**src/rtl/controle_ciclo_pkg.sv**
```systemverilog
// controle_ciclo_pkg: state codes and lamp/motor output encoding for the ride sequencer
package controle_ciclo_pkg;

    typedef enum logic [2:0] {
        IDLE   = 3'd0,
        BOARD  = 3'd1,
        RUN    = 3'd2,
        SLOW   = 3'd3,
        UNLOAD = 3'd4,
        EMERG  = 3'd5
    } state_t;

    // {on_off, bit1, bit0, motor} for each state
    function automatic logic [3:0] enc(input state_t s);
        return s == BOARD  ? 4'b1100 :
               s == RUN    ? 4'b1001 :
               s == SLOW   ? 4'b1011 :
               s == UNLOAD ? 4'b1110 :
               s == EMERG  ? 4'b1000 : 4'b0000;
    endfunction

endpackage

```
**src/rtl/controle_ciclo_gerador_tick.sv**
```systemverilog
// gerador_tick: 1 s tick prescaler with synchronous clear
module gerador_tick #(
    parameter int TICK_DIV = 4
) (
    input  logic clk,
    input  logic reset,
    input  logic clr,
    output logic tick
);

    localparam int PW = $clog2(TICK_DIV);

    logic [PW-1:0] cnt;

    assign tick = cnt == PW'(TICK_DIV - 1);

    // count 0..TICK_DIV-1, restarting on every state change
    always_ff @(posedge clk) begin
        if (reset || clr || tick)
            cnt <= '0;
        else
            cnt <= cnt + 1'b1;
    end

endmodule

```
**src/rtl/controle_ciclo.sv**
```systemverilog
// controle_ciclo: ride cycle sequencer with phase timing, interlock and emergency stop
module controle_ciclo
    import controle_ciclo_pkg::*;
#(
    parameter int TICK_DIV = 4,
    parameter int T_BOARD  = 2,
    parameter int T_RUN    = 8,
    parameter int T_SLOW   = 4,
    parameter int T_UNLOAD = 2
) (
    input  logic       clk,
    input  logic       reset,
    input  logic       start,
    input  logic       seat_ok,
    input  logic       emerg,
    output logic       on_off,
    output logic       bit0,
    output logic       bit1,
    output logic       motor,
    output logic       busy,
    output logic       done,
    output logic [2:0] fase
);

    localparam int TMAX = T_BOARD > T_RUN ? (T_BOARD > T_SLOW ? (T_BOARD > T_UNLOAD ? T_BOARD : T_UNLOAD)
                                                              : (T_SLOW > T_UNLOAD ? T_SLOW : T_UNLOAD))
                                          : (T_RUN > T_SLOW ? (T_RUN > T_UNLOAD ? T_RUN : T_UNLOAD)
                                                            : (T_SLOW > T_UNLOAD ? T_SLOW : T_UNLOAD));
    localparam int TW = $clog2(TMAX + 1);

    state_t        state, nxt;
    logic          tick, clr, timed, timeout;
    logic [TW-1:0] tcnt, lim;

    gerador_tick #(.TICK_DIV(TICK_DIV)) u_tick (
        .clk  (clk),
        .reset(reset),
        .clr  (clr),
        .tick (tick)
    );

    // phase length selection and timeout on the last tick of the phase
    always_comb begin
        lim = state == BOARD  ? TW'(T_BOARD - 1)  :
              state == RUN    ? TW'(T_RUN - 1)    :
              state == SLOW   ? TW'(T_SLOW - 1)   :
              state == UNLOAD ? TW'(T_UNLOAD - 1) : '0;
        timed   = state != IDLE && state != EMERG;
        timeout = timed && tick && tcnt == lim;
    end

    // next state: emergency first, then interlock, then phase timeout
    always_comb begin
        nxt = state;
        if (emerg && state != EMERG)
            nxt = EMERG;
        else
            case (state)
                IDLE:    nxt = start && seat_ok ? BOARD : IDLE;
                BOARD:   nxt = timeout ? RUN : BOARD;
                RUN:     nxt = !seat_ok ? EMERG : timeout ? SLOW : RUN;
                SLOW:    nxt = !seat_ok ? EMERG : timeout ? UNLOAD : SLOW;
                UNLOAD:  nxt = timeout ? IDLE : UNLOAD;
                EMERG:   nxt = emerg ? EMERG : UNLOAD;
                default: nxt = IDLE;
            endcase
        clr = nxt != state;
    end

    // state, phase tick counter and registered Moore outputs
    always_ff @(posedge clk) begin
        if (reset) begin
            state                      <= IDLE;
            tcnt                       <= '0;
            {on_off, bit1, bit0, motor} <= 4'b0000;
            busy                       <= 1'b0;
            done                       <= 1'b0;
            fase                       <= 3'd0;
        end else begin
            state                      <= nxt;
            tcnt                       <= clr ? '0 : (timed && tick) ? tcnt + 1'b1 : tcnt;
            {on_off, bit1, bit0, motor} <= enc(nxt);
            busy                       <= nxt != IDLE;
            done                       <= state == UNLOAD && nxt == IDLE;
            fase                       <= nxt;
        end
    end

endmodule
```
**config.mk**
```make
export PLATFORM = sky130hd
export DESIGN_NAME = controle_ciclo
export DESIGN_NICKNAME = d
export VERILOG_FILES = /design/src/rtl/controle_ciclo_pkg.sv /design/src/rtl/controle_ciclo_gerador_tick.sv /design/src/rtl/controle_ciclo.sv
export SDC_FILE = /design/constraint.sdc
export NUM_CORES = 1
export LEC_CHECK = 0
export ABC_AREA = 1
export CORE_MARGIN = 2
export CORE_UTILIZATION = 55
export DETAILED_ROUTE_END_ITERATION = 7
export PLACE_DENSITY = 0.81
export RECOVER_POWER = 50
export SYNTH_ARGS = -nofsm -noshare
export SYNTH_HDL_FRONTEND = slang
export SYNTH_SLANG_ARGS = --single-unit
```
**constraint.sdc**
```tcl
create_clock -name clk -period 4 [get_ports clk]
set_input_delay 1 -clock clk [delete_from_list [all_inputs] [get_ports clk]]
set_output_delay 1 -clock clk [all_outputs]
set_load 0.02 [all_outputs]
```
Word-level counts from Yosys, hierarchy flattened
Index checks and enable logic that the tools add are counted.
W data, S select, Z words.

storage, ports and cells
  flip-flop bits (word level) = 15
  bits of input ports = 5
  output and inout port bits = 9
  word-level logic and storage cells = 59

cells by class
  add/sub/neg operators = 2
  equality and inequality tests = 14
  mux-type cells = 19
  reduce and logical (&&, ||, !) cells = 15

operators by type and width
  kind                   number
  $mux W3                7
  $mux W4                5
  $pmux W3 S6            1
  $eq A3 B2 Y1 const B   4
  $eq A3 B3 Y1 const B   4
  $eq A3 B1 Y1 const B   2
  $logic_and A1 B1 Y1    6
  $logic_not A3 Y1       2
  $reduce_bool A3 Y1     2
  $add A4 B1 Y4 const B  1
  $eq A4 B3 Y1           1
  $mux W1                4
  $mux W2                2
  $reduce_or A2 Y1       2
  $ne A3 B3 Y1           1
  $ne A3 B3 Y1 const B   1
  $reduce_or A3 Y1       1
  $add A2 B1 Y2 const B  1
  $eq A2 B2 Y1 const B   1
  $logic_or A1 B1 Y1     2

Logic depth before layout (Yosys ltp)
Gate-level depths: netlist of the first run.

  depth in word-level cells = 17
  mapped depth = 16
  gate-level depth less buffers = 16

Modules after synthesis
A second synthesis of the first run with hierarchy kept.

unflattened totals
  cells, all modules = 134
  area, all modules = 904.6 µm²

modules (own cells, without submodules)
  module          times used  cells each  area each (µm²)  sequential area each (µm²)
  controle_ciclo  1           125         829.5            260.2
  gerador_tick    1           9           75.1             40.0

Worst setup path before layout of the first run
Ideal clock, no wire load.

  kind = register to register
  from = register state[1]
  to = register on_off
  library setup time = 0.070 ns
  arrival time = 1.811 ns
  data required time = 3.930 ns
  slack = 2.119 ns
  cell stages (with the launch flop) = 13
  buffers on the path = 1
  period minus slack after synthesis = 1.881 ns
  path through = dfxtp_1 > buf_4 > inv_1 > nand3_2 > nand3_4 > nor2_4 > nand3_4 > nand3_1 > nand3_1 > nand2_2 > inv_1 > ha_1 > a21oi_1

on the way
  cells in the longest elaborated chain, start to end = 17
  elaborated cells between the ends (all ways) = 35
  classes of those cells = eq/ne (12); mux (17); reduce/logical (6)

RTL lines
  item                    line                                        source
  from (decl)             controle_ciclo.sv:31                        state_t state, nxt;
  from (signal assigned)  controle_ciclo.sv:80                        state <= nxt;
  $eq A3 B3 Y1            controle_ciclo.sv:47, controle_ciclo.sv:58
  $mux W1                 controle_ciclo.sv:47                        state == UNLOAD ? TW'(T_UNLOAD - 1) : '0;
  $mux W2                 controle_ciclo.sv:46                        state == SLOW ? TW'(T_SLOW - 1) :
  $mux W3                 controle_ciclo.sv:45                        state == RUN ? TW'(T_RUN - 1) :
  $mux W3                 controle_ciclo.sv:44                        lim = state == BOARD ? TW'(T_BOARD - 1) :
  $eq A4 B3 Y1            controle_ciclo.sv:49                        timeout = timed && tick && tcnt == lim;
  $logic_and A1 B1 Y1     controle_ciclo.sv:49
  $mux W3 (2 in a row)    controle_ciclo.sv:62                        SLOW: nxt = !seat_ok ? EMERG : timeout ? UNLOAD : SLOW;
  $pmux W3 S6             controle_ciclo.sv:58                        case (state)
  $mux W3 *               controle_ciclo.sv:55                        if (emerg && state != EMERG)
  named net nxt[1]        controle_ciclo.sv:31
  $eq A3 B3 Y1            controle_ciclo_pkg.sv:19                    s == EMERG ? 4'b1000 : 4'b0000;
  $mux W4                 controle_ciclo_pkg.sv:19
  $mux W4                 controle_ciclo_pkg.sv:18                    s == UNLOAD ? 4'b1110 :
  $mux W4                 controle_ciclo_pkg.sv:17                    s == SLOW ? 4'b1011 :
  $mux W4                 controle_ciclo_pkg.sv:16                    s == RUN ? 4'b1001 :
  $mux W4 *               controle_ciclo_pkg.sv:15                    return s == BOARD ? 4'b1100 :
  to (signal assigned)    controle_ciclo.sv:82                        {on_off, bit1, bit0, motor} <= enc(nxt);
  to (decl)               controle_ciclo.sv:16                        output logic on_off,

The timed path passes the listed nets; every way through them passes the cells marked *.
A chain may end at the register's enable or synchronous reset.

==> results of run 1 <==
routing by layer:
metal	part of all wire [%]	global-route usage (%)	vias up
met5	0	0	-
met4	1.3	7.88	0
met3	3.6	3.67	4
met2	45	31.2	16
met1	51	28.9	363
li1	-	-	422
placed cells by master (no fill, tap or decap), types with 3 or more instances in the layout:
cell type / count
sky130_fd_sc_hd__xor2_1: 3
sky130_fd_sc_hd__o21ai_0: 3
sky130_fd_sc_hd__nand2_2: 7
sky130_fd_sc_hd__clkbuf_4: 3
sky130_fd_sc_hd__nand2_1: 21
sky130_fd_sc_hd__dlygate4sd3_1: 7
sky130_fd_sc_hd__clkdlybuf4s50_1: 6
sky130_fd_sc_hd__nand4_1: 4
sky130_fd_sc_hd__nand3_1: 10
sky130_fd_sc_hd__nor2_1: 12
sky130_fd_sc_hd__ha_1: 3
sky130_fd_sc_hd__inv_1: 19
sky130_fd_sc_hd__a21oi_1: 6
sky130_fd_sc_hd__dfxtp_1: 15
cell families after synthesis:
logic type,Yosys count,synth area share (%)
fa+ha+maj,3,4.20
flops,15,33.6
buf+inv,23,10.1
xor+xnor,3,2.94
simple gates,66,42.5
compound gates,11,6.71
flip-flops by register name, indices dropped and copies added (netlist names):
| signal | count |
|---|---|
| done | 1 |
| on_off | 1 |
| busy | 1 |
| u_tick.cnt | 2 |
| bit0 | 1 |
| state | 3 |
| bit1 | 1 |
| tcnt | 4 |
| motor | 1 |
worst paths after layout:
check	to	slack, ns	from
worst max-delay path	fase[1]	1.52	state[1]$_SDFF_PP0_
worst min-delay path	u_tick.cnt[0]$_SDFF_PP0_	0.42	u_tick.cnt[0]$_SDFF_PP0_
worst max register to register	bit0$_SDFF_PP0_	1.90	state[1]$_SDFF_PP0_
worst min register to register	u_tick.cnt[0]$_SDFF_PP0_	0.42	u_tick.cnt[0]$_SDFF_PP0_
metrics by stage:
| stage | power, mW | area, sq um | hold WS, ns | cells | worst slack, ns |
|---|---|---|---|---|---|
| after floorplan | 0.219 | 895 | 0.396 | 121 | 2.12 |
| after global placement | 0.244 | 1040 | 0.403 | 149 | 1.51 |
| after detailed placement | 0.245 | 1040 | 0.408 | 149 | 1.51 |
| after CTS | 0.328 | 1060 | 0.422 | 153 | 1.51 |
| after global routing | 0.337 | 1060 | 0.443 | 153 | 1.43 |
| final | 0.322 | 1060 | 0.419 | 153 | 1.52 |
cell type report:
class,count,area [sq um]
fillers,125,468
inverters,22,82.6
multi-input cells,83,495
flip-flops and latches,15,300
clock buffers,3,22.5
well taps,16,20.0
repair buffers,13,130
clock inverters,1,5.00
where the power goes:
part | switching [mW] | internal, mW | leakage, nW
registers | 0.00575 | 0.157 | 0.123
clock network | 0.0466 | 0.0371 | 0.0177
logic | 0.0477 | 0.0282 | 0.340
total | 0.100 | 0.222 | 0.481
==> report_table.html, run 1 <==
<table>
<tr><th>Metric</th><th>Value</th></tr>
<tr><th colspan="2">Die</th></tr>
<tr><td>Height of the die</td><td>roughly 44 um</td></tr>
<tr><td>Area enclosed by the die boundary</td><td>1970 sq um</td></tr>
<tr><td>Count of pins on the block boundary</td><td>14</td></tr>
<tr><td>Cell row count</td><td>14</td></tr>
<tr><td>Die X</td><td>between 40 and 50 um</td></tr>
<tr><td>Floorplan core area</td><td>1520 sq um</td></tr>
<tr><td>Initial core utilization</td><td>between 50% and 60%</td></tr>
<tr><th colspan="2">Cells and area</th></tr>
<tr><td>Utilization of the core after routing</td><td>between 60 and 70%</td></tr>
<tr><td>Fraction of final layout cells with drive strength greater than 1</td><td>between 10% and 20%</td></tr>
<tr><td>Antenna fix cells</td><td>0</td></tr>
<tr><td>Area added between synthesis and finish</td><td>18.0%</td></tr>
<tr><td>Layout net count</td><td>146</td></tr>
<tr><th colspan="2">STA</th></tr>
<tr><td>Final Skew</td><td>approximately 0.0017 ns</td></tr>
<tr><td>Max-slew violation total from the final report</td><td>0</td></tr>
<tr><td>Slew at the pin closest to its max-slew limit</td><td>0.334 ns</td></tr>
<tr><td>Relative slew slack</td><td>a little under 80%</td></tr>
<tr><td>Unrepaired setup endpoints after global routing</td><td>no</td></tr>
<tr><td>Final period demand of the worst path</td><td>2.48 ns</td></tr>
<tr><td>Final-report hold violation count</td><td>0</td></tr>
<tr><td>Setup Viol. Count Final</td><td>0</td></tr>
<tr><td>Share of the clock period used by the worst path</td><td>62.0%</td></tr>
<tr><td>Maximum clock rate</td><td>0.403 GHz</td></tr>
<tr><td>Final-layout setup total negative slack</td><td>0 ns</td></tr>
<tr><th colspan="2">Yosys</th></tr>
<tr><td>Number of instances in the synthesized netlist</td><td>121</td></tr>
<tr><td>Mapped cell area</td><td>between 800 and 900 sq um</td></tr>
<tr><td>Post-synthesis area per instance</td><td>7.39 sq um</td></tr>
<tr><td>Post-Syn Nets</td><td>about 130</td></tr>
<tr><td>Most numerous cell types in the synthesized netlist</td><td>sky130_fd_sc_hd__nand2_1, sky130_fd_sc_hd__inv_1, sky130_fd_sc_hd__dfxtp_1</td></tr>
<tr><td>Ranking of synthesized cells by area</td><td>sky130_fd_sc_hd__dfxtp_1, sky130_fd_sc_hd__nand2_1, sky130_fd_sc_hd__inv_1</td></tr>
<tr><td>Count leader, synth</td><td>sky130_fd_sc_hd__nand2_1</td></tr>
<tr><td>Post-synthesis sequential area ratio</td><td>approximately a third</td></tr>
<tr><td>Synth Flop Type</td><td>sky130_fd_sc_hd__dfxtp_1</td></tr>
<tr><td>Portion of synthesized cell area occupied by the leading cell type</td><td>33.6%</td></tr>
<tr><td>Number of synthesized flops with an enable pin</td><td>0</td></tr>
<tr><td>Async set or reset register ratio after synthesis</td><td>0%</td></tr>
<tr><td>Synth cell types</td><td>25</td></tr>
<tr><td>Register bit total from synthesis</td><td>15</td></tr>
<tr><td>Ys Warns</td><td>0</td></tr>
<tr><td>Top cell type by total area after synthesis</td><td>sky130_fd_sc_hd__dfxtp_1</td></tr>
<tr><th colspan="2">Run</th></tr>
<tr><td>MaxCap Viol Count</td><td>0</td></tr>
<tr><th colspan="2">Clock tree</th></tr>
<tr><td>Total of hold buffers inserted after clock tree synthesis</td><td>0</td></tr>
<tr><td>Resized Gates After CTS</td><td>0</td></tr>
<tr><td>CTS Root Cell</td><td>sky130_fd_sc_hd__clkbuf_4</td></tr>
<tr><td>Post-CTS Setup Repair Bufs</td><td>0</td></tr>
<tr><td>Total clock sinks</td><td>15</td></tr>
<tr><td>TritonCTS clock tree</td><td>done</td></tr>
<tr><td>Deepest level of the CTS H-tree</td><td>1</td></tr>
<tr><td>Clock transition at path regs</td><td>0.09 ns</td></tr>
<tr><td>Clk Latency, worst-skew pair</td><td>approximately 0.28 ns</td></tr>
<tr><td>Total clock buffers created by CTS</td><td>3</td></tr>
<tr><td>Maximum clock insertion buffer count</td><td>2</td></tr>
<tr><th colspan="2">Setup path</th></tr>
<tr><td>CP Data Arrival Time</td><td>1.48 ns</td></tr>
<tr><td>Critical path launch point type</td><td>flop</td></tr>
<tr><td>Category of the most critical setup path</td><td>flop to primary output</td></tr>
<tr><td>Total number of cells along the worst setup path</td><td>1</td></tr>
<tr><td>Slowest stage cell, crit path</td><td>sky130_fd_sc_hd__clkdlybuf4s50_1</td></tr>
<tr><td>Total buffers and inverters traversed by the critical path</td><td>1</td></tr>
<tr><td>Critical Path End Type</td><td>primary output</td></tr>
<tr><td>Slowest stage delay, CP</td><td>0.67 ns</td></tr>
<tr><td>Ordered cell list for the critical path</td><td>clkdlybuf4s50_1</td></tr>
<tr><td>Required time at the endpoint of the critical path</td><td>3.00 ns</td></tr>
<tr><td>Family with the most delay on the worst path</td><td>buffers and inverters</td></tr>
<tr><td>Worst reg-to-reg path cell count</td><td>13</td></tr>
<tr><td>Largest fanout on the critical path</td><td>9</td></tr>
<tr><th colspan="2">Power</th></tr>
<tr><td>Max IR drop VDD</td><td>0.269 mV</td></tr>
<tr><td>Leakage power</td><td>approximately 0.48 nW</td></tr>
<tr><td>Power density cells</td><td>between 300 and 400 nW/um^2</td></tr>
<tr><th colspan="2">Placed design</th></tr>
<tr><td>HPWL after detailed placement</td><td>1370 um</td></tr>
<tr><td>Final weighted congestion in routability-driven placement</td><td>0.867</td></tr>
<tr><td>Port Buf Inserts</td><td>13</td></tr>
<tr><th colspan="2">Global route</th></tr>
<tr><td>Wire length of the first global-routing pass</td><td>around 3000 um</td></tr>
<tr><td>Remaining global-route overflow</td><td>0</td></tr>
<tr><td>Number of antenna violations at the first check in global routing</td><td>0</td></tr>
<tr><td>Vias in the first global route</td><td>745</td></tr>
<tr><td>Global-route usage over all layers</td><td>20.5%</td></tr>
<tr><td>Largest net degree at the start of global routing</td><td>10</td></tr>
<tr><th colspan="2">Drt</th></tr>
<tr><td>DRT antenna net count</td><td>0</td></tr>
<tr><td>First-pass DRT Iterations</td><td>5</td></tr>
<tr><td>Drt drc</td><td>0</td></tr>
<tr><td>Routed wire per std cell</td><td>about 11 um</td></tr>
<tr><td>Via count</td><td>805</td></tr>
<tr><td>Aggregate routed wire length</td><td>1700 um</td></tr>
<tr><td>Post-DR vias/cell</td><td>approximately 5.3</td></tr>
<tr><td>DRC marker count from the first detailed-route iteration</td><td>24</td></tr>
<tr><th colspan="2">Worst hold path</th></tr>
<tr><td>Number of cells traversed by the worst hold path</td><td>1</td></tr>
<tr><td>Min-delay worst type</td><td>flop to flop</td></tr>
<tr><th colspan="2">Outcome</th></tr>
<tr><td>Status</td><td>completed</td></tr>
</table>
Power figures use the tool's default switching activity.
==> run 2: changes to the inputs <==
Settings changed: CORE_UTILIZATION 55 to 51, PLACE_DENSITY 0.81 to 0.76.
Clock period 4 ns to 2.3 ns, I/O delays scaled along.
==> report_table.html, run 2 (synthesis results as in run 1) <==
<table>
<tr><th>Metric</th><th>Value</th></tr>
<tr><th colspan="2">Global route</th></tr>
<tr><td>Global-route usage over all layers</td><td>19.4% (was 20.5%)</td></tr>
<tr><td>Remaining global-route overflow</td><td>0 (unchanged)</td></tr>
<tr><td>Number of antenna violations at the first check in global routing</td><td>0 (unchanged)</td></tr>
<tr><td>Largest net degree at the start of global routing</td><td>10 (unchanged)</td></tr>
<tr><td>Wire length of the first global-routing pass</td><td>2890 um (was 2990 um)</td></tr>
<tr><td>Vias in the first global route</td><td>713 (was 745)</td></tr>
<tr><th colspan="2">Die</th></tr>
<tr><td>Initial core utilization</td><td>53.0% (was 58.7%)</td></tr>
<tr><td>Height of the die</td><td>45.9 um (was 44.3 um)</td></tr>
<tr><td>Area enclosed by the die boundary</td><td>2100 sq um (was 1970 sq um)</td></tr>
<tr><td>Floorplan core area</td><td>1690 sq um (was 1520 sq um)</td></tr>
<tr><td>Die X</td><td>45.9 um (was 44.3 um)</td></tr>
<tr><td>Count of pins on the block boundary</td><td>14 (unchanged)</td></tr>
<tr><td>Cell row count</td><td>15 (was 14)</td></tr>
<tr><th colspan="2">Cells and area</th></tr>
<tr><td>Most frequent standard cell in the layout excluding fill and tap cells</td><td>sky130_fd_sc_hd__nand2_1 (unchanged)</td></tr>
<tr><td>Antenna fix cells</td><td>0 (unchanged)</td></tr>
<tr><td>Reg with most FFs</td><td>tcnt (unchanged)</td></tr>
<tr><td>Area added between synthesis and finish</td><td>18.5% (was 18.0%)</td></tr>
<tr><td>Layout net count</td><td>146 (unchanged)</td></tr>
<tr><td>Flip-flop count of the largest register, all copies and words added</td><td>4 (unchanged)</td></tr>
<tr><td>Fraction of final layout cells with drive strength greater than 1</td><td>17.5% (was 16.1%)</td></tr>
<tr><td>Registers with the most flip-flops</td><td>tcnt x4, state x3, u_tick.cnt x2 (unchanged)</td></tr>
<tr><td>Commonest cells after routing, fill and taps aside</td><td>sky130_fd_sc_hd__nand2_1, sky130_fd_sc_hd__inv_1, sky130_fd_sc_hd__dfxtp_1, sky130_fd_sc_hd__nor2_1, sky130_fd_sc_hd__nand3_1 (unchanged)</td></tr>
<tr><th colspan="2">Clock tree</th></tr>
<tr><td>Clk Latency, worst-skew pair</td><td>0.27 ns (was 0.28 ns)</td></tr>
<tr><td>Deepest level of the CTS H-tree</td><td>1 (unchanged)</td></tr>
<tr><td>Total clock buffers created by CTS</td><td>3 (unchanged)</td></tr>
<tr><td>Total clock sinks</td><td>15 (unchanged)</td></tr>
<tr><td>CTS Root Cell</td><td>sky130_fd_sc_hd__clkbuf_4 (unchanged)</td></tr>
<tr><td>Clock transition at path regs</td><td>0.08 ns (was 0.09 ns)</td></tr>
<tr><td>Post-CTS Setup Repair Bufs</td><td>0 (unchanged)</td></tr>
<tr><td>Maximum clock insertion buffer count</td><td>2 (unchanged)</td></tr>
<tr><td>TritonCTS clock tree</td><td>done (unchanged)</td></tr>
<tr><th colspan="2">Drt</th></tr>
<tr><td>Drt drc</td><td>0 (unchanged)</td></tr>
<tr><td>DRC marker count from the first detailed-route iteration</td><td>17 (was 24)</td></tr>
<tr><td>Routed wire per std cell</td><td>11.2 um (was 11.1 um)</td></tr>
<tr><td>Post-DR vias/cell</td><td>5.25 (was 5.26)</td></tr>
<tr><td>First-pass DRT Iterations</td><td>5 (unchanged)</td></tr>
<tr><td>DRT antenna net count</td><td>0 (unchanged)</td></tr>
<tr><td>Aggregate routed wire length</td><td>1720 um (was 1700 um)</td></tr>
<tr><td>Via count</td><td>809 (was 805)</td></tr>
<tr><th colspan="2">STA</th></tr>
<tr><td>Slew at the pin closest to its max-slew limit</td><td>0.327 ns (was 0.334 ns)</td></tr>
<tr><td>Final Skew</td><td>0.00810 ns (was 0.00169 ns)</td></tr>
<tr><td>Relative slew slack</td><td>78.0% (was 77.5%)</td></tr>
<tr><td>Setup Viol. Count Final</td><td>0 (unchanged)</td></tr>
<tr><td>Max-slew violation total from the final report</td><td>0 (unchanged)</td></tr>
<tr><td>Final-report hold violation count</td><td>0 (unchanged)</td></tr>
<tr><td>Final-layout setup total negative slack</td><td>0 ns (unchanged)</td></tr>
<tr><td>Worst-case hold slack</td><td>0.426 ns (was 0.419 ns)</td></tr>
<tr><td>Unrepaired setup endpoints after global routing</td><td>no (unchanged)</td></tr>
<tr><td>Share of the clock period used by the worst path</td><td>87.3%</td></tr>
<tr><td>Maximum clock rate</td><td>0.498 GHz</td></tr>
<tr><td>Final period demand of the worst path</td><td>2.01 ns</td></tr>
<tr><th colspan="2">Setup path</th></tr>
<tr><td>Worst setup slack for register-to-register paths</td><td>0.32 ns (was 1.90 ns)</td></tr>
<tr><td>Required time at the endpoint of the critical path</td><td>1.73 ns (was 3.00 ns)</td></tr>
<tr><td>CP Data Arrival Time</td><td>1.43 ns (was 1.48 ns)</td></tr>
<tr><td>Critical Path End Type</td><td>primary output (unchanged)</td></tr>
<tr><td>Family with the most delay on the worst path</td><td>buffers and inverters (unchanged)</td></tr>
<tr><td>Slowest stage cell, crit path</td><td>sky130_fd_sc_hd__clkdlybuf4s50_1 (unchanged)</td></tr>
<tr><td>End of the worst register-to-register path</td><td>on_off$_SDFF_PP0_ (was bit0$_SDFF_PP0_)</td></tr>
<tr><td>Slowest stage delay, CP</td><td>0.67 ns (about the same)</td></tr>
<tr><td>Category of the most critical setup path</td><td>flop to primary output (unchanged)</td></tr>
<tr><td>Total buffers and inverters traversed by the critical path</td><td>1 (unchanged)</td></tr>
<tr><td>R2R Path Start</td><td>state[2]$_SDFF_PP0_ (was state[1]$_SDFF_PP0_)</td></tr>
<tr><td>Critical path launch point type</td><td>flop (unchanged)</td></tr>
<tr><td>Total number of cells along the worst setup path</td><td>1 (unchanged)</td></tr>
<tr><td>Largest fanout on the critical path</td><td>7 (was 9)</td></tr>
<tr><td>Worst reg-to-reg path cell count</td><td>12 (was 13)</td></tr>
<tr><td>Setup crit start</td><td>state[0]$_SDFF_PP0_ (was state[1]$_SDFF_PP0_)</td></tr>
<tr><td>Ordered cell list for the critical path</td><td>clkdlybuf4s50_1 (unchanged)</td></tr>
<tr><th colspan="2">Placed design</th></tr>
<tr><td>HPWL after detailed placement</td><td>1350 um (was 1370 um)</td></tr>
<tr><td>Port Buf Inserts</td><td>13 (unchanged)</td></tr>
<tr><td>Final weighted congestion in routability-driven placement</td><td>0.862 (was 0.867)</td></tr>
<tr><th colspan="2">Power</th></tr>
<tr><td>Final total power</td><td>0.561 mW (was 0.322 mW)</td></tr>
<tr><td>Leakage power</td><td>0.481 nW (about the same)</td></tr>
<tr><td>Max IR drop VDD</td><td>0.396 mV (was 0.269 mV)</td></tr>
<tr><td>Power density cells</td><td>529 nW/um^2 (was 305 nW/um^2)</td></tr>
<tr><th colspan="2">Worst hold path</th></tr>
<tr><td>Number of cells traversed by the worst hold path</td><td>1 (unchanged)</td></tr>
<tr><td>Beginning of the worst hold path</td><td>u_tick.cnt[0]$_SDFF_PP0_ (unchanged)</td></tr>
<tr><td>Min-delay worst type</td><td>flop to flop (unchanged)</td></tr>
<tr><td>Hold-critical path endpoint</td><td>u_tick.cnt[0]$_SDFF_PP0_ (unchanged)</td></tr>
<tr><th colspan="2">Outcome</th></tr>
<tr><td>Status</td><td>completed (unchanged)</td></tr>
<tr><th colspan="2">Run</th></tr>
<tr><td>MaxCap Viol Count</td><td>0 (unchanged)</td></tr>
</table>
==> run 2: changes by cell type in the layout (fill, tap and decap cells not counted), sizes merged <==
| cell | change |
|---|---|
| clkbuf | +1 |
| clkinv | -1 |
==> run 2: per-layer routing <==
layer | vias to the layer above | track usage, % | routed length (um)
met1 | 362 | 27.4 | 826
met4 | 0 | 8.57 | 25
met2 | 23 | 27.8 | 780
met5 | - | 0 | 0
met3 | 2 | 4.76 | 89
li1 | 422 | - | -
==> run 2: metrics by stage <==
stage | util (%) | cell area [sq um] | std cells | setup WS, ns
global route | 62.7 | 1060 | 154 | 0.0689
floorplan | - | 895 | 121 | 0.419
detailed placement | 61.5 | 1040 | 150 | 0.226
global placement | 61.5 | 1040 | 150 | 0.244
CTS | 63.0 | 1060 | 154 | 0.219
finish | 62.7 | 1060 | 154 | 0.293
==> run 2: worst max-delay path by stage <==
| stage | end | slack, ns |
|---|---|---|
| floorplan | on_off$_SDFF_PP0_ | 0.42 |
| global placement | tcnt[0]$_SDFFE_PP0P_ | 0.24 |
| detailed placement | tcnt[0]$_SDFFE_PP0P_ | 0.23 |
| CTS | on_off$_SDFF_PP0_ | 0.22 |
| global route | u_tick.cnt[0]$_SDFF_PP0_ | 0.07 |
| finish | fase[0] | 0.29 |
==> run 2: what timing repair did <==
item                       4_1_cts  5_1_grt
resized for setup                0        1
setup endpoints to repair        0        1
hold buffers                     0        0
==> run 2: final cells by class <==
cell class / instances / area, sq um
Timing Repair Buffer: 13 / 130
Sequential cell: 15 / 302
Inverter: 22 / 82.6
Fill cell: 140 / 629
Multi-Input combinational cell: 83 / 498
Clock buffer: 4 / 26.3
Tap cell: 17 / 21.3
==> run 2: where the power goes <==
part	leakage, nW	total, mW	switching (mW)	internal [mW]
Combinational	0.343	0.136	0.0855	0.0502
Clock	0.0150	0.143	0.0756	0.0671
Sequential	0.123	0.283	0.0101	0.272
